--- src/rtl/pll_reset_sequencer.sv ---
// Power-up / button / lock-loss sequencer for pll_module, clocked by the 27 MHz reference.
// Pulses the PLL reset, qualifies lock as stable, then releases the system reset.
module pll_reset_sequencer #(
  parameter int DEBOUNCE_CYCLES     = 16,
  parameter int PLL_RST_CYCLES      = 8,
  parameter int LOCK_STABLE_CYCLES  = 64,
  parameter int LOCK_TIMEOUT_CYCLES = 4096
) (
  input  logic       clkin_i,
  input  logic       reset_i,
  input  logic       button_ni,
  input  logic       lock_i,
  output logic       pll_reset_o,
  output logic       sys_reset_o,
  output logic       ready_o,
  output logic [1:0] state_o,
  output logic [7:0] relock_count_o
);

  localparam int DB_W  = $clog2(DEBOUNCE_CYCLES + 1);
  localparam int RST_W = $clog2(PLL_RST_CYCLES + 1);
  localparam int STB_W = $clog2(LOCK_STABLE_CYCLES + 1);
  localparam int TO_W  = $clog2(LOCK_TIMEOUT_CYCLES + 1);

  localparam logic [DB_W-1:0]  DB_LAST  = DB_W'(DEBOUNCE_CYCLES - 1);
  localparam logic [RST_W-1:0] RST_LAST = RST_W'(PLL_RST_CYCLES - 1);
  localparam logic [STB_W-1:0] STB_LAST = STB_W'(LOCK_STABLE_CYCLES - 1);
  localparam logic [TO_W-1:0]  TO_LAST  = TO_W'(LOCK_TIMEOUT_CYCLES - 1);

  typedef enum logic [1:0] {
    RESET_PLL = 2'd0,
    WAIT_LOCK = 2'd1,
    STABILIZE = 2'd2,
    RUN       = 2'd3
  } state_t;

  state_t           state;
  logic             lock_meta;
  logic             lock_s;
  logic             btn_meta;
  logic             btn_s;
  logic             btn_db;
  logic             btn_db_d;
  logic             press;
  logic [DB_W-1:0]  db_cnt;
  logic [RST_W-1:0] rst_cnt;
  logic [STB_W-1:0] stable_cnt;
  logic [TO_W-1:0]  timer;
  logic [7:0]       relock;

  function automatic logic [7:0] sat_inc(input logic [7:0] value);
    return (value == 8'hFF) ? value : value + 8'd1;
  endfunction

  // Both asynchronous inputs are double-registered; the button idles released (high).
  always_ff @(posedge clkin_i or posedge reset_i) begin
    if (reset_i) begin
      lock_meta <= 1'b0;
      lock_s    <= 1'b0;
      btn_meta  <= 1'b1;
      btn_s     <= 1'b1;
    end else begin
      lock_meta <= lock_i;
      lock_s    <= lock_meta;
      btn_meta  <= button_ni;
      btn_s     <= btn_meta;
    end
  end

  // The debounced level only moves after DEBOUNCE_CYCLES consecutive disagreeing samples.
  always_ff @(posedge clkin_i or posedge reset_i) begin
    if (reset_i) begin
      db_cnt   <= '0;
      btn_db   <= 1'b1;
      btn_db_d <= 1'b1;
    end else begin
      btn_db_d <= btn_db;
      if (btn_s == btn_db) begin
        db_cnt <= '0;
      end else if (db_cnt == DB_LAST) begin
        btn_db <= btn_s;
        db_cnt <= '0;
      end else begin
        db_cnt <= db_cnt + DB_W'(1);
      end
    end
  end

  assign press = btn_db_d & ~btn_db;

  // Outputs are written alongside every state change so they stay registered Moore outputs.
  always_ff @(posedge clkin_i or posedge reset_i) begin
    if (reset_i) begin
      state       <= RESET_PLL;
      rst_cnt     <= '0;
      stable_cnt  <= '0;
      timer       <= '0;
      relock      <= 8'd0;
      pll_reset_o <= 1'b1;
      sys_reset_o <= 1'b1;
      ready_o     <= 1'b0;
    end else if (press) begin
      state       <= RESET_PLL;
      rst_cnt     <= '0;
      relock      <= sat_inc(relock);
      pll_reset_o <= 1'b1;
      sys_reset_o <= 1'b1;
      ready_o     <= 1'b0;
    end else begin
      case (state)
        RESET_PLL: begin
          if (rst_cnt == RST_LAST) begin
            state       <= WAIT_LOCK;
            timer       <= '0;
            pll_reset_o <= 1'b0;
          end else begin
            rst_cnt <= rst_cnt + RST_W'(1);
          end
        end
        WAIT_LOCK: begin
          if (lock_s) begin
            state      <= STABILIZE;
            stable_cnt <= '0;
          end else if (timer == TO_LAST) begin
            state       <= RESET_PLL;
            rst_cnt     <= '0;
            relock      <= sat_inc(relock);
            pll_reset_o <= 1'b1;
          end else begin
            timer <= timer + TO_W'(1);
          end
        end
        STABILIZE: begin
          if (!lock_s) begin
            state      <= WAIT_LOCK;
            timer      <= '0;
            stable_cnt <= '0;
          end else if (stable_cnt == STB_LAST) begin
            state       <= RUN;
            sys_reset_o <= 1'b0;
            ready_o     <= 1'b1;
          end else begin
            stable_cnt <= stable_cnt + STB_W'(1);
          end
        end
        RUN: begin
          if (!lock_s) begin
            state       <= RESET_PLL;
            rst_cnt     <= '0;
            relock      <= sat_inc(relock);
            pll_reset_o <= 1'b1;
            sys_reset_o <= 1'b1;
            ready_o     <= 1'b0;
          end
        end
        default: begin
          state       <= RESET_PLL;
          rst_cnt     <= '0;
          pll_reset_o <= 1'b1;
          sys_reset_o <= 1'b1;
          ready_o     <= 1'b0;
        end
      endcase
    end
  end

  assign state_o        = state;
  assign relock_count_o = relock;

endmodule

--- config.mk ---
export PLATFORM = sky130hd
export DESIGN_NAME = pll_reset_sequencer
export DESIGN_NICKNAME = d
export VERILOG_FILES = /design/src/rtl/pll_reset_sequencer.sv
export SDC_FILE = /design/constraint.sdc
export NUM_CORES = 1
export LEC_CHECK = 0
export ABC_CLOCK_PERIOD_IN_PS = 2080
export CAP_MARGIN = 30
export CORE_UTILIZATION = 53
export DETAILED_ROUTE_END_ITERATION = 8
export PLACE_DENSITY = 0.83
export SETUP_SLACK_MARGIN = 0.02
export SYNTH_ARGS = -nofsm -noshare
export SYNTH_HDL_FRONTEND = slang
export SYNTH_SLANG_ARGS = --single-unit
--- constraint.sdc ---
create_clock -name clkin_i -period 2.08 [get_ports clkin_i]
set_input_delay 0.624 -clock clkin_i [delete_from_list [all_inputs] [get_ports clkin_i]]
set_output_delay 0.624 -clock clkin_i [all_outputs]
set_load 0.05 [all_outputs]
==> summary.md, run 1 <==
| Metric | Value |
|---|---|
| Status | finished clean |
| Post-route insts no fill | 351 |
| Wire length per cell | 15.2 um |
| Post-synthesis sequential area ratio | 0.471 |
| Post-synthesis average cell area | 9.80 um^2 |
| Cell leakage power | 1.39 nW |
| Path type of the worst setup path | reg2reg |
| TritonCTS buffer count | 5 |
| I/O pin total | 17 |
| Max rail drop VDD | 0.000789 V |
| Number of design-rule violations left by the first detailed-router iteration | 188 |
| Num Clock Sinks | 48 |
| Quantity of I/O buffers inserted on ports | 16 |
| Filler cells | 346 |
| Area of the die | 5130 um^2 |
| Number of buffers added to fix hold violations after cts | 0 |
| Path category of the worst min-delay check | reg2reg |
| HPWL after DPL | 3740 um |
| Flip-flop cell with the highest count after synthesis | sky130_fd_sc_hd__dfrtp_1 |
| Relative slew slack | 0.639 |
| Distinct cell type count after synthesis | 56 |
| Highest Clock Rate | 500 MHz |
| Final number of max-transition violations | 0 |
| Sequential standard cell area | 1210 um^2 |
| RSZ-0062 raised after global routing | yes |
| Starting density of the core | 0.570 |
| Setup TNS | 0 ns |
| Internal portion of total power | 0.00207 W |
| Hold slack | 0.359 ns |
| Top cells by area, synth | sky130_fd_sc_hd__dfrtp_1, sky130_fd_sc_hd__dfstp_2, sky130_fd_sc_hd__ha_1, sky130_fd_sc_hd__nand2_1, sky130_fd_sc_hd__o21ai_0 |
| Top-count cell post-synth | sky130_fd_sc_hd__dfrtp_1 |
| Number of global-route vias before repair | 2057 |
| CP endpoint kind | flip-flop |
| Total global routing overflow | 0 |
| Capture point of the worst reg-to-reg path | relock_count_o[6] |
| Setup violators final | 0 |
| Dpl cells | 339 |
| Count of max-cap constraint violations | 0 |
| Launch point of the worst reg-to-reg path | state_o[1] |
| ANT nets after route | 0 |
| Arr. time, crit path | 2.18 ns |
| Final instance area | 3060 um^2 |
| Clock Latency Late Sink | 0.31 ns |
| Fraction of layout instances using a drive strength above 1 | 0.237 |
| Width of the chip | 71.6 um |
| Reg clk slew, reported paths | 0.10 ns |
| Antenna violations before repair | 0 |
| Initial DRT Pass Iterations | 4 |
| Combinational group share of total power | 0.494 |
| Standard-cell rows | 24 |
| Worst setup skew after layout | 0.0160 ns |
| EDFF count, synth | 0 |
| Cell types with the highest counts after synthesis | sky130_fd_sc_hd__dfrtp_1, sky130_fd_sc_hd__nand2_1, sky130_fd_sc_hd__o21ai_0, sky130_fd_sc_hd__nor2_1, sky130_fd_sc_hd__nand3_1 |
| Instance count along the most critical hold path | 0 |
| Worst-case reg-to-reg path depth | 7 |
| Warnings, synthesis | 0 |
| Total net switching power | 0.00152 W |
| Area of the core | 4500 um^2 |
| Netlist area before placement | 2570 um^2 |
| Most area-hungry cell type in the Yosys netlist | sky130_fd_sc_hd__dfrtp_1 |
| Fraction of post-synthesis cell area in the top cell type by area | 0.409 |
| Setup crit start kind | flip-flop |
| Hold path start | btn_meta |
| Power per standard cell area | 1180 nW/um^2 |
| CTS tree | yes |
| Fraction of the cycle the final worst path needs | 0.961 |
| Die height | 71.6 um |
| Multi-input gate area | 1340 um^2 |
| Required time at the endpoint of the critical path | 2.26 ns |
| Total via count in the routed design | 2099 |
| Switching power share of the total | 0.423 |
| Placer congestion estimate | 0.852 |
| Fraction of power consumed by the clock network | 0.161 |
| Total of flip-flops plus latches after synthesis | 48 |
| Worst-Margin Slew | 0.537 ns |
| Final-stage net count | 311 |
| Critical path fanouts, max | 8 |
| Post-synthesis cell count | 262 |
| Final routed wirelength across all metal layers | 5350 um |
| Total global-route track usage | 0.230 |
| Endpoint with the worst hold slack | btn_s |
| Pin count of the biggest net entering global routing | 49 |
| # DRC | 0 |
| Layout overhead on the synthesized area | 18.9% |
| Async set-or-reset flop fraction in the synthesized netlist | 1.00 |
| CTS Buffer Depth | 2 |
| Placed Area | 2890 um^2 |
| CTS H-tree lvls | 2 |
| Sequential cell fraction of total power | 0.345 |
| Total nets after synthesis | 275 |
| Clock Root Buffer | sky130_fd_sc_hd__clkbuf_8 |
| Minimum period implied by the final worst setup slack | 2.00 ns |
| Hold violation count in the final report | 0 |
| Wire length of the first global-routing pass | 9160 um |
| Antenna diodes | 0 |
| Detailed-route vias per instance | 5.98 |
| Register-to-Register Setup Slack | 0.08 ns |
## worst max-delay path by stage
stage | slack (ns) | end | startpoint | cells past startpoint
floorplan | -0.08 | relock_count_o[6] | state_o[1] | 8
detailed placement | 0.06 | timer[1] | state_o[0] | 7
global route | -0.02 | relock_count_o[6] | timer[1] | 6
global placement | 0.13 | relock_count_o[6] | state_o[1] | 7
CTS | 0.02 | timer[1] | state_o[0] | 7
finish | 0.08 | relock_count_o[6] | state_o[1] | 7
## placed cells by master, fill, tap and decap left out, types with 5 or more instances in the layout
master                      n
sky130_fd_sc_hd__nand3_1   15
sky130_fd_sc_hd__inv_1     10
sky130_fd_sc_hd__nand4_1   10
sky130_fd_sc_hd__and3_1     7
sky130_fd_sc_hd__buf_4     33
sky130_fd_sc_hd__nor2_1    18
sky130_fd_sc_hd__dfrtp_1   39
sky130_fd_sc_hd__clkbuf_8   6
sky130_fd_sc_hd__xnor2_1    5
sky130_fd_sc_hd__dfstp_2    6
sky130_fd_sc_hd__ha_1       7
sky130_fd_sc_hd__nand2_1   26
sky130_fd_sc_hd__a21oi_1   10
sky130_fd_sc_hd__o21ai_0   17
## kinds of logic (layout without fill, tap and decap cells)
logic type | after synthesis | after routing | synth area share
xor+xnor | 8 | 8 | 0.0273
buf+inv | 21 | 58 | 0.0331
fa+ha+maj | 9 | 9 | 0.0438
simple gates | 111 | 111 | 0.243
flops | 48 | 48 | 0.471
compound gates | 59 | 59 | 0.157
mux | 6 | 6 | 0.0253
## worst max-delay path, cell delays in order, from the launching register on
cell and delay (ns):
sky130_fd_sc_hd__dfrtp_2 0.42, sky130_fd_sc_hd__inv_2 0.08, sky130_fd_sc_hd__ha_4 0.15, sky130_fd_sc_hd__nand2b_4 0.06, sky130_fd_sc_hd__or4_4 0.53, sky130_fd_sc_hd__o311ai_4 0.13
sky130_fd_sc_hd__nand4_1 0.15, sky130_fd_sc_hd__mux2_1 0.35
## flip-flops by register name, summed over array words and instances (netlist names)
signal,cells
state_o,2
btn_db,1
btn_db_d,1
sys_reset_o,1
lock_s,1
lock_meta,1
stable_cnt,7
btn_s,1
ready_o,1
timer,13
pll_reset_o,1
relock_count_o,8
btn_meta,1
rst_cnt,4
db_cnt,5
## timing repair
action	in CTS	in global routing
setup buffers	0	4
gates resized for setup	0	10
endpoints found under the setup margin	0	13
## power by group through the flow
stage | Combinational, W | Sequential (W) | Clock [W]
after floorplan | 0.000919 | 0.00144 | 0
after global placement | 0.00160 | 0.00124 | 0
after detailed placement | 0.00163 | 0.00126 | 0
after CTS | 0.00165 | 0.00124 | 0.000587
after global routing | 0.00193 | 0.00127 | 0.000616
final | 0.00178 | 0.00124 | 0.000579
## final cells by class
cell class | instances | area share
well taps | 52 | 0.0213
multi-input cells | 193 | 0.438
flip-flops and latches | 48 | 0.397
clock inverters | 1 | 0.00246
clock buffers | 7 | 0.0283
repair buffers | 37 | 0.0975
inverters | 13 | 0.0160
## stage by stage
| stage | util | setup slack [ns] | power [W] |
|---|---|---|---|
| finish | 0.678 | 0.0818 | 0.00360 |
| global placement | 0.641 | 0.130 | 0.00284 |
| floorplan | - | -0.0836 | 0.00236 |
| detailed placement | 0.641 | 0.0573 | 0.00289 |
| global route | 0.678 | -0.0175 | 0.00381 |
| CTS | 0.662 | 0.0234 | 0.00347 |
## layer usage
layer  global-route usage  wire, um
met3               0.0380       158
met2                0.390      2570
met1                0.294      2520
met4               0.0937        99
met5                    0         0
(Power assumes the default switching activity.)
==> run 2: changes to the inputs <==
SLEW_MARGIN = 20   (was not set)
==> results of run 2 <==
Final layout, timing and power as in run 1 (identical DEF).
==> run 3: changes to the inputs <==
CORE_UTILIZATION = 47   (was 53)
PLACE_DENSITY = 0.75   (was 0.83)
==> run 3 against run 2 <==
  * Flip-flop and latch count unchanged
  * Power decreased by 0.53%
  * Die area increased by 12%
  * Largest power group unchanged
==> summary.md, run 3 (synthesis gave the netlist of run 1 again) <==
| Metric | Value |
|---|---|
| Status | finished clean (unchanged) |
| Placed Area | 2910 um^2 (was 2890 um^2) |
| Total net switching power | 0.00151 W (was 0.00152 W) |
| Sequential cell fraction of total power | 0.345 (about the same) |
| Worst setup skew after layout | 0.00761 ns (was 0.0160 ns) |
| Layout overhead on the synthesized area | 19.2% (was 18.9%) |
| Highest Clock Rate | 504 MHz (was 500 MHz) |
| HPWL after DPL | 3830 um (was 3740 um) |
| Pin count of the biggest net entering global routing | 35 (was 49) |
| Cell leakage power | 1.40 nW (was 1.39 nW) |
| Placer congestion estimate | 0.808 (was 0.852) |
| I/O pin total | 17 (unchanged) |
| Number of design-rule violations left by the first detailed-router iteration | 103 (was 188) |
| Minimum period implied by the final worst setup slack | 1.99 ns (was 2.00 ns) |
| Area of the core | 5170 um^2 (was 4500 um^2) |
| CTS Buffer Depth | 2 (unchanged) |
| Max rail drop VDD | 0.000473 V (was 0.000789 V) |
| Commonest non-fill, non-tap cells in the layout | sky130_fd_sc_hd__dfrtp_1, sky130_fd_sc_hd__buf_4, sky130_fd_sc_hd__nand2_1, sky130_fd_sc_hd__o21ai_0, sky130_fd_sc_hd__nor2_1 (was sky130_fd_sc_hd__dfrtp_1, sky130_fd_sc_hd__buf_4, sky130_fd_sc_hd__nand2_1, sky130_fd_sc_hd__nor2_1, sky130_fd_sc_hd__o21ai_0) |
| Global routing met2 resource utilization | 0.323 (was 0.390) |
| Final-stage net count | 311 (unchanged) |
| # DRC | 0 (unchanged) |
| RSZ-0062 raised after global routing | no (was yes) |
| Number of global-route vias before repair | 1995 (was 2057) |
| Met3 global-route usage | 0.0361 (was 0.0380) |
| Critical path fanouts, max | 16 (was 8) |
| Total global-route track usage | 0.194 (was 0.230) |
| Dpl cells | 357 (was 339) |
| Reg clk slew, reported paths | 0.09 ns (was 0.10 ns) |
| Most utilized layer in the global route result | met2 (unchanged) |
| Combinational group share of total power | 0.491 (was 0.494) |
| CP endpoint kind | flip-flop (unchanged) |
| Count of max-cap constraint violations | 0 (unchanged) |
| Power per standard cell area | 1170 nW/um^2 (was 1180 nW/um^2) |
| Relative slew slack | 0.657 (was 0.639) |
| Setup crit start kind | flip-flop (unchanged) |
| Arr. time, crit path | 2.23 ns (was 2.18 ns) |
| Total via count in the routed design | 2093 (was 2099) |
| Met1 global-route usage | 0.251 (was 0.294) |
| Switching power share of the total | 0.423 (about the same) |
| Quantity of I/O buffers inserted on ports | 16 (unchanged) |
| CTS tree | yes (unchanged) |
| Hold slack | 0.355 ns (was 0.359 ns) |
| Final routed wirelength across all metal layers | 5230 um (was 5350 um) |
| Detailed-route vias per instance | 5.67 (was 5.98) |
| Area of the die | 5760 um^2 (was 5130 um^2) |
| Fraction of layout instances using a drive strength above 1 | 0.237 (unchanged) |
| Width of the chip | 75.9 um (was 71.6 um) |
| Internal portion of total power | 0.00206 W (was 0.00207 W) |
| Required time at the endpoint of the critical path | 2.32 ns (was 2.26 ns) |
| Die height | 75.9 um (was 71.6 um) |
| Post-route core utilization | 0.592 (was 0.678) |
| Antenna violations before repair | 0 (unchanged) |
| Wire length per cell | 14.2 um (was 15.2 um) |
| Starting density of the core | 0.497 (was 0.570) |
| Final instance area | 3060 um^2 (about the same) |
| Setup violators final | 0 (unchanged) |
| Final number of max-transition violations | 0 (unchanged) |
| Fraction of the cycle the final worst path needs | 0.955 (was 0.961) |
| Filler cells | 457 (was 346) |
| CTS H-tree lvls | 2 (unchanged) |
| Fraction of power consumed by the clock network | 0.164 (was 0.161) |
| Clock Root Buffer | sky130_fd_sc_hd__clkbuf_8 (unchanged) |
| Post-route insts no fill | 369 (was 351) |
| Clock Latency Late Sink | 0.30 ns (was 0.31 ns) |
| Setup TNS | 0 ns (unchanged) |
| Num Clock Sinks | 48 (unchanged) |
| Initial DRT Pass Iterations | 4 (unchanged) |
| Largest register by flop count | timer (unchanged) |
| Path category of the worst min-delay check | reg2reg (unchanged) |
| Total global routing overflow | 0 (unchanged) |
| Number of flip-flops under the largest register name | 13 (unchanged) |
| Number of buffers added to fix hold violations after cts | 0 (unchanged) |
| Most common cell after layout, fill and taps aside | sky130_fd_sc_hd__dfrtp_1 (unchanged) |
| Wire length of the first global-routing pass | 9000 um (was 9160 um) |
| Worst-Margin Slew | 0.510 ns (was 0.537 ns) |
| Hold violation count in the final report | 0 (unchanged) |
| Standard-cell rows | 26 (was 24) |
| TritonCTS buffer count | 5 (unchanged) |
| Path type of the worst setup path | reg2reg (unchanged) |
| Antenna diodes | 0 (unchanged) |
| ANT nets after route | 0 (unchanged) |
run 3: worst paths after layout:
check,start,cells after the start,end,slack [ns]
setup reg to reg,state_o[0],7,timer[9],0.09
hold reg to reg,lock_meta,0,lock_s,0.36
setup / recovery,state_o[0],7,timer[9],0.09
max in group asynchronous,reset_i,3,btn_db,0.93
hold / removal,lock_meta,0,lock_s,0.36
min in group asynchronous,reset_i,2,stable_cnt[5],0.60
run 3: critical path: stages, from the launching register on:
cell and delay (ns):
sky130_fd_sc_hd__dfrtp_2 0.46, sky130_fd_sc_hd__ha_4 0.19, sky130_fd_sc_hd__buf_4 0.19, sky130_fd_sc_hd__o21ai_2 0.16
sky130_fd_sc_hd__o311ai_2 0.13, sky130_fd_sc_hd__nand2b_4 0.19, sky130_fd_sc_hd__or4b_1 0.51, sky130_fd_sc_hd__nand3_1 0.09
run 3: what timing repair did:
action	4_1_cts	5_1_grt
endpoints found under the setup margin	0	10
buffers inserted	0	3
resized for setup	0	8
hold endpoints to repair	0	0
run 3: final cells by class:
cell class / count / area (um^2) / area share
Inverter: 13 / 48.8 / 0.0159
Timing Repair Buffer: 37 / 295 / 0.0964
Multi-Input combinational cell: 193 / 1320 / 0.432
Clock inverter: 2 / 13.8 / 0.00449
Sequential cell: 48 / 1210 / 0.395
Clock buffer: 6 / 82.6 / 0.0270
Tap cell: 70 / 87.6 / 0.0286
run 3: stage by stage:
step	setup WS (ns)	power, W
floorplan	-0.0836	0.00236
global placement	0.140	0.00283
detailed placement	0.0979	0.00288
CTS	0.0754	0.00347
global route	0.00359	0.00383
finish	0.0943	0.00358
run 3: per-layer routing:
metal	part of all wire	wire length, um	vias up
met5	0	0	-
met4	0.019	101	0
met3	0.023	118	9
met2	0.48	2520	29
met1	0.48	2490	1023
li1	-	-	1032
run 3: power groups by stage:
stage	sequential (W)	combinational, W	clock (W)
3_5_place_dp	0.00125	0.00162	0
2_1_floorplan	0.00144	0.000919	0
3_3_place_gp	0.00124	0.00159	0
4_1_cts	0.00123	0.00163	0.000609
6_report	0.00123	0.00176	0.000588
5_1_grt	0.00126	0.00193	0.000640
